===== config.mk =====
export PLATFORM = sky130hd
export DESIGN_NAME = mem_writeback_unit
export DESIGN_NICKNAME = d
export VERILOG_FILES = /design/src/rtl/mem_writeback_unit.sv
export SDC_FILE = /design/constraint.sdc
export NUM_CORES = 1
export LEC_CHECK = 0
export BUFFER_PORTS_ARGS = -buffer_cell sky130_fd_sc_hd__buf_4
export CAP_MARGIN = 10
export CORE_UTILIZATION = 46
export CTS_CLUSTER_SIZE = 10
export DETAILED_ROUTE_END_ITERATION = 16
export PLACE_DENSITY = 0.75
export SETUP_SLACK_MARGIN = 0.2
export SYNTH_ARGS = -nofsm -noshare
export SYNTH_HDL_FRONTEND = slang
export SYNTH_SLANG_ARGS = --single-unit

===== constraint.sdc =====
create_clock -name clk -period 2 [get_ports clk]
set_clock_uncertainty 0.15 [all_clocks]
set_input_delay 0.4 -clock clk [delete_from_list [all_inputs] [get_ports clk]]
set_output_delay 0.4 -clock clk [all_outputs]
set_load 0.1 [all_outputs]

===== src/rtl/mem_writeback_unit.sv =====
// Memory-access and writeback stage of the RV32I pipeline: issues data-memory
// transactions over a req/ready handshake and drives the register-file write port.
module mem_writeback_unit #(
    parameter int unsigned DataWidth  = 32,
    parameter int unsigned RegAddress = 5
) (
    input  logic                 clk,
    input  logic                 rst,
    input  logic                 ex_valid,
    output logic                 ex_ready,
    input  logic                 load,
    input  logic                 store,
    input  logic                 reg_write_en_in,
    input  logic [1:0]           mem_to_reg,
    input  logic [2:0]           func3,
    input  logic [DataWidth-1:0] alu_result,
    input  logic [DataWidth-1:0] store_data,
    input  logic [DataWidth-1:0] pc_address,
    input  logic [DataWidth-1:0] instruction,
    output logic                 mem_req,
    output logic                 mem_we,
    output logic [DataWidth-1:0] mem_addr,
    output logic [DataWidth-1:0] mem_wdata,
    output logic [3:0]           mem_wmask,
    input  logic [DataWidth-1:0] mem_rdata,
    input  logic                 mem_ready,
    output logic                 reg_write_en_out,
    output logic [DataWidth-1:0] rd_wb_data,
    output logic [DataWidth-1:0] instruction_rd,
    output logic                 load_control_signal,
    output logic                 mem_fault
);

    localparam logic [0:0] IDLE = 1'b0;
    localparam logic [0:0] MEM  = 1'b1;

    logic [0:0]           state;
    logic [2:0]           lat_func3;
    logic [1:0]           lat_off;
    logic [DataWidth-1:0] lat_instr;

    logic [1:0]           off;
    logic                 misalign;
    logic                 acc_fault;
    logic [DataWidth-1:0] st_wdata;
    logic [3:0]           st_wmask;
    logic [DataWidth-1:0] alu_wb;
    logic [DataWidth-1:0] shifted;
    logic [15:0]          half_sel;
    logic [DataWidth-1:0] load_ext;

    assign ex_ready = (state == IDLE);
    assign off      = alu_result[1:0];

    always_comb begin
        misalign  = ((func3[1:0] == 2'b01) && off[0]) || ((func3[1:0] == 2'b10) && (off != 2'b00));
        acc_fault = 1'b0;
        if (store) begin
            acc_fault = (func3 > 3'b010) || misalign;
        end else if (load) begin
            acc_fault = (func3 == 3'b011) || (func3 == 3'b110) || (func3 == 3'b111) || misalign;
        end
    end

    always_comb begin
        st_wdata = store_data;
        st_wmask = 4'b1111;
        case (func3[1:0])
            2'b00: begin
                st_wdata = {4{store_data[7:0]}};
                st_wmask = 4'b0001 << off;
            end
            2'b01: begin
                st_wdata = {2{store_data[15:0]}};
                st_wmask = 4'b0011 << off;
            end
            default: begin
                st_wdata = store_data;
                st_wmask = 4'b1111;
            end
        endcase
    end

    always_comb begin
        alu_wb = '0;
        case (mem_to_reg)
            2'b00:   alu_wb = alu_result;
            2'b10:   alu_wb = pc_address + DataWidth'(4);
            default: alu_wb = '0;
        endcase
    end

    // Byte lane is selected by the offset latched at accept, not the live address.
    always_comb begin
        shifted  = mem_rdata >> {lat_off, 3'b000};
        half_sel = lat_off[1] ? mem_rdata[31:16] : mem_rdata[15:0];
        case (lat_func3)
            3'b000:  load_ext = {{24{shifted[7]}}, shifted[7:0]};
            3'b100:  load_ext = {24'h0, shifted[7:0]};
            3'b001:  load_ext = {{16{half_sel[15]}}, half_sel};
            3'b101:  load_ext = {16'h0, half_sel};
            default: load_ext = mem_rdata;
        endcase
    end

    always_ff @(posedge clk or negedge rst) begin
        if (!rst) begin
            state               <= IDLE;
            lat_func3           <= '0;
            lat_off             <= '0;
            lat_instr           <= '0;
            mem_req             <= 1'b0;
            mem_we              <= 1'b0;
            mem_addr            <= '0;
            mem_wdata           <= '0;
            mem_wmask           <= '0;
            reg_write_en_out    <= 1'b0;
            rd_wb_data          <= '0;
            instruction_rd      <= '0;
            load_control_signal <= 1'b0;
            mem_fault           <= 1'b0;
        end else begin
            reg_write_en_out <= 1'b0;
            mem_fault        <= 1'b0;
            case (state)
                IDLE: begin
                    if (ex_valid) begin
                        if (load || store) begin
                            if (acc_fault) begin
                                mem_fault      <= 1'b1;
                                instruction_rd <= instruction;
                            end else begin
                                mem_req             <= 1'b1;
                                mem_we              <= store;
                                mem_addr            <= {alu_result[DataWidth-1:2], 2'b00};
                                mem_wdata           <= st_wdata;
                                mem_wmask           <= st_wmask;
                                lat_func3           <= func3;
                                lat_off             <= off;
                                lat_instr           <= instruction;
                                load_control_signal <= load && !store;
                                state               <= MEM;
                            end
                        end else begin
                            instruction_rd   <= instruction;
                            rd_wb_data       <= alu_wb;
                            reg_write_en_out <= reg_write_en_in &&
                                                (instruction[7 +: RegAddress] != '0);
                        end
                    end
                end
                MEM: begin
                    if (mem_ready) begin
                        mem_req             <= 1'b0;
                        mem_we              <= 1'b0;
                        load_control_signal <= 1'b0;
                        state               <= IDLE;
                        if (load_control_signal) begin
                            rd_wb_data       <= load_ext;
                            instruction_rd   <= lat_instr;
                            reg_write_en_out <= (lat_instr[7 +: RegAddress] != '0);
                        end
                    end
                end
                default: state <= IDLE;
            endcase
        end
    end

endmodule

==> impl_metrics.env <==
export IMPL_viasPerCell=5.91
export IMPL_ys_ff_latch=173
export IMPL_regArea_um2=4340
export IMPL_antenna_found_initial=0
export IMPL_floorplan_initialDensity=0.468
export IMPL_nFillCells=1195
export IMPL_core_um2=18700
export IMPL_insertion_delay_ns=0.44
export IMPL_cts_root_buf="clkbuf_16"
export IMPL_grt_pass1_vias=8759
export IMPL_setup_violations_final=1
export IMPL_grt_pass1_wl_um=47200
export IMPL_final_nets=1465
export IMPL_seq_area_frac_synth=0.494
export IMPL_fin_ws_ns=-0.00354
export IMPL_hpwl_um=20700
export IMPL_routed_wl_um=33600
export IMPL_first_pass_iters=5
export IMPL_cap_viol_max_count=0
export IMPL_timing_max_slew_rel_slack=0.602
export IMPL_crit_required_ns=2.16
export IMPL_yosys_warnings=0
export IMPL_crit_fanout=8
export IMPL_hold_viol=0
export IMPL_gp_congestion=0.919
export IMPL_drive_gt1_frac=0.535
export IMPL_wl_per_cell_um=21.9
export IMPL_violations="setup timing"
export IMPL_synthToLayoutAreaGrowth_pct=65.3
export IMPL_power_density_nw_per_um2=1380
export IMPL_slew_violations=0
export IMPL_clk_pin_slew_ns=0.07
export IMPL_n_antenna_cell=0
export IMPL_status="finished, violations left"
export IMPL_place_ws_ns=-0.336
export IMPL_crit_type="reg2reg"
export IMPL_cts_sinks=173
export IMPL_drtAntennaViolNets=0
export IMPL_fmax_mhz=499
export IMPL_worst_ir_drop_vdd_v=0.000981
export IMPL_grt_max_degree=48
export IMPL_cp_arrival_ns=2.17
export IMPL_finalCriticalPeriod_ns=2.00
export IMPL_synth_edf_count=0
export IMPL_cts_tree="yes"
export IMPL_worstMarginPinSlew_ns=0.595
export IMPL_crit_path_start_kind="register"
export IMPL_syn_inst=868
export IMPL_dieArea_um2=19600
export IMPL_h_tree_depth=4
export IMPL_whs_path_depth=2
export IMPL_num_rows=50
export IMPL_synthArstFlopShare=1.00
export IMPL_route_detailed_drc=0
export IMPL_multi_input_area_um2=4920
export IMPL_portBuffers=307
export IMPL_final_util=0.774
export IMPL_grt_ovfl_total=0
export IMPL_grt_usage=0.313
export IMPL_drtIter0Drc=770
export IMPL_period_share=1.00
export IMPL_tns_ns=-0.00354
export IMPL_crit_path_end_kind="register"
export IMPL_power_total_mw=20.0
export IMPL_synth_cell_area_um2=8760
export IMPL_clockBufferDepth=2
export IMPL_ios=310
export IMPL_fp_dieW_um=140
export IMPL_vias=9092
export IMPL_hold_class="in2reg"
export IMPL_r2r_cells=7
export IMPL_leakage_nw=6.60
export IMPL_syn_area_per_cell_um2=10.1
export IMPL_cts_buffers=17
export IMPL_synth_cell_types=60
export IMPL_yosys_most_used_dff="dfrtp_1"
export IMPL_fp_dieH_um=140
export IMPL_rsz0062_at_grt="yes"
==> Yosys cell counts (3+ instances only) <==
| master | instances | area, um^2 |
|---|---|---|
| dfrtp_1 | 173 | 4330 |
| nor2_1 | 90 | 338 |
| a21oi_1 | 82 | 410 |
| mux2_2 | 79 | 890 |
| nand2_1 | 76 | 285 |
| o21ai_0 | 61 | 305 |
| mux2i_1 | 60 | 601 |
| clkbuf_1 | 47 | 176 |
| a221oi_1 | 14 | 123 |
| inv_1 | 13 | 48.8 |
| nor4_1 | 13 | 81.3 |
| a31oi_1 | 12 | 75.1 |
| nand3_1 | 10 | 50.1 |
| nor2b_1 | 10 | 62.6 |
| o31a_1 | 10 | 87.6 |
| or3_1 | 10 | 62.6 |
| xnor2_1 | 9 | 78.8 |
| nor3_1 | 8 | 40.0 |
| a211oi_1 | 7 | 52.6 |
| and2_1 | 5 | 31.3 |
| buf_1 | 5 | 18.8 |
| buf_2 | 5 | 25.0 |
| nand4_1 | 5 | 31.3 |
| o211ai_1 | 5 | 37.5 |
| or2_2 | 5 | 31.3 |
| a221o_1 | 4 | 40.0 |
| a32oi_1 | 3 | 26.3 |
| or4_1 | 3 | 22.5 |
| xor2_1 | 3 | 26.3 |
==> registers in the layout (all words and copies together) (netlist names), 2 cells and up <==
name / count
lat_off: 2
mem_addr: 30
lat_func3: 3
rd_wb_data: 32
instruction_rd: 32
mem_wdata: 32
mem_wmask: 4
lat_instr: 32
==> placed cells by master, fill, tap and decap left out, types with 4 or more instances in the layout <==
| cell type | count |
|---|---|
| a211oi_1 | 5 |
| a21oi_1 | 62 |
| a21oi_2 | 18 |
| a221o_1 | 4 |
| a221oi_2 | 11 |
| a31oi_1 | 10 |
| buf_12 | 17 |
| buf_16 | 9 |
| buf_4 | 392 |
| buf_6 | 24 |
| buf_8 | 8 |
| clkbuf_16 | 25 |
| clkinv_8 | 6 |
| dfrtp_1 | 170 |
| inv_1 | 12 |
| inv_6 | 4 |
| mux2_2 | 62 |
| mux2_4 | 17 |
| mux2i_1 | 60 |
| nand2_1 | 67 |
| nand2_2 | 6 |
| nand3_1 | 8 |
| nand4_1 | 5 |
| nor2_1 | 57 |
| nor2_2 | 10 |
| nor2_4 | 23 |
| nor2b_1 | 9 |
| nor3_1 | 7 |
| nor4_1 | 13 |
| o211ai_1 | 5 |
| o21ai_0 | 17 |
| o21ai_1 | 36 |
| o21ai_2 | 7 |
| o21ai_4 | 4 |
| o31a_1 | 10 |
| or2_2 | 4 |
| or3_1 | 8 |
| xnor2_1 | 9 |
==> per-layer routing <==
layer  up-vias  track usage  part of all wire  wire length, um
met5         -            0                 0                0
met2       519        0.526              0.49            16500
met3       111       0.0687             0.076             2570
met4         0        0.139             0.043             1460
met1      4438        0.387              0.39            13100
li1       4024            -                 -                -
==> power breakdown <==
group	switching [mW]	total (mW)	internal (mW)
clock network	1.76	3.60	1.84
registers	0.745	5.26	4.51
logic	8.14	11.1	3.01
==> logic make-up (layout without fill, tap and decap cells) <==
logic type	count (synthesis)	in the layout	synth area share
compound gates	223	225	0.157
mux	140	140	0.173
buf+inv	74	508	0.0350
flops	173	173	0.494
simple gates	244	244	0.127
other cells	1	2	0.000428
xor+xnor	12	12	0.0120
fa+ha+maj	1	1	0.00143
==> through the flow <==
stage / std cells / area, um^2 / hold WS [ns]
global route: 1539 / 14500 / 0.00942
CTS: 1514 / 13600 / 0.00533
detailed placement: 1444 / 12000 / 0.235
finish: 1539 / 14500 / 0.0105
floorplan: 869 / 9020 / -0.0456
global placement: 1444 / 12000 / 0.237
==> worst max-delay path, stage by stage, from the launching register on <==
cell and delay (ns):
dfrtp_2 0.43, buf_12 0.14, buf_8 0.11, nand2b_4 0.15
a21oi_4 0.18, o21ai_4 0.20, buf_12 0.21, mux2_4 0.30
==> path summary, 6_finish.rpt <==
check	startpoint	endpoint	slack, ns
max in group asynchronous	rst	mem_addr[26]	0.78
min in group asynchronous	rst	mem_addr[22]	0.33
worst min-delay path	mem_ready	state	0.01
worst min register to register	mem_wdata[8]	mem_wdata[8]	0.34
worst max-delay path	state	mem_wdata[3]	-0.004
worst max register to register	state	mem_wdata[3]	-0.004
==> layout make-up <==
| type | instances | area share |
|---|---|---|
| clock inverters | 15 | 0.0147 |
| well taps | 234 | 0.0202 |
| inverters | 13 | 0.00363 |
| flip-flops and latches | 173 | 0.299 |
| clock buffers | 17 | 0.0294 |
| multi-input cells | 624 | 0.340 |
| repair buffers | 463 | 0.293 |
==> what timing repair did <==
item,in CTS,in global routing
hold endpoints to repair,41,0
cloned,12,15
gates resized for setup,102,138
buffers inserted,25,10
hold buffers,1,0
endpoints found under the setup margin,167,169
pin swaps,12,24
Note: power is estimated with default switching activity, not from simulation.
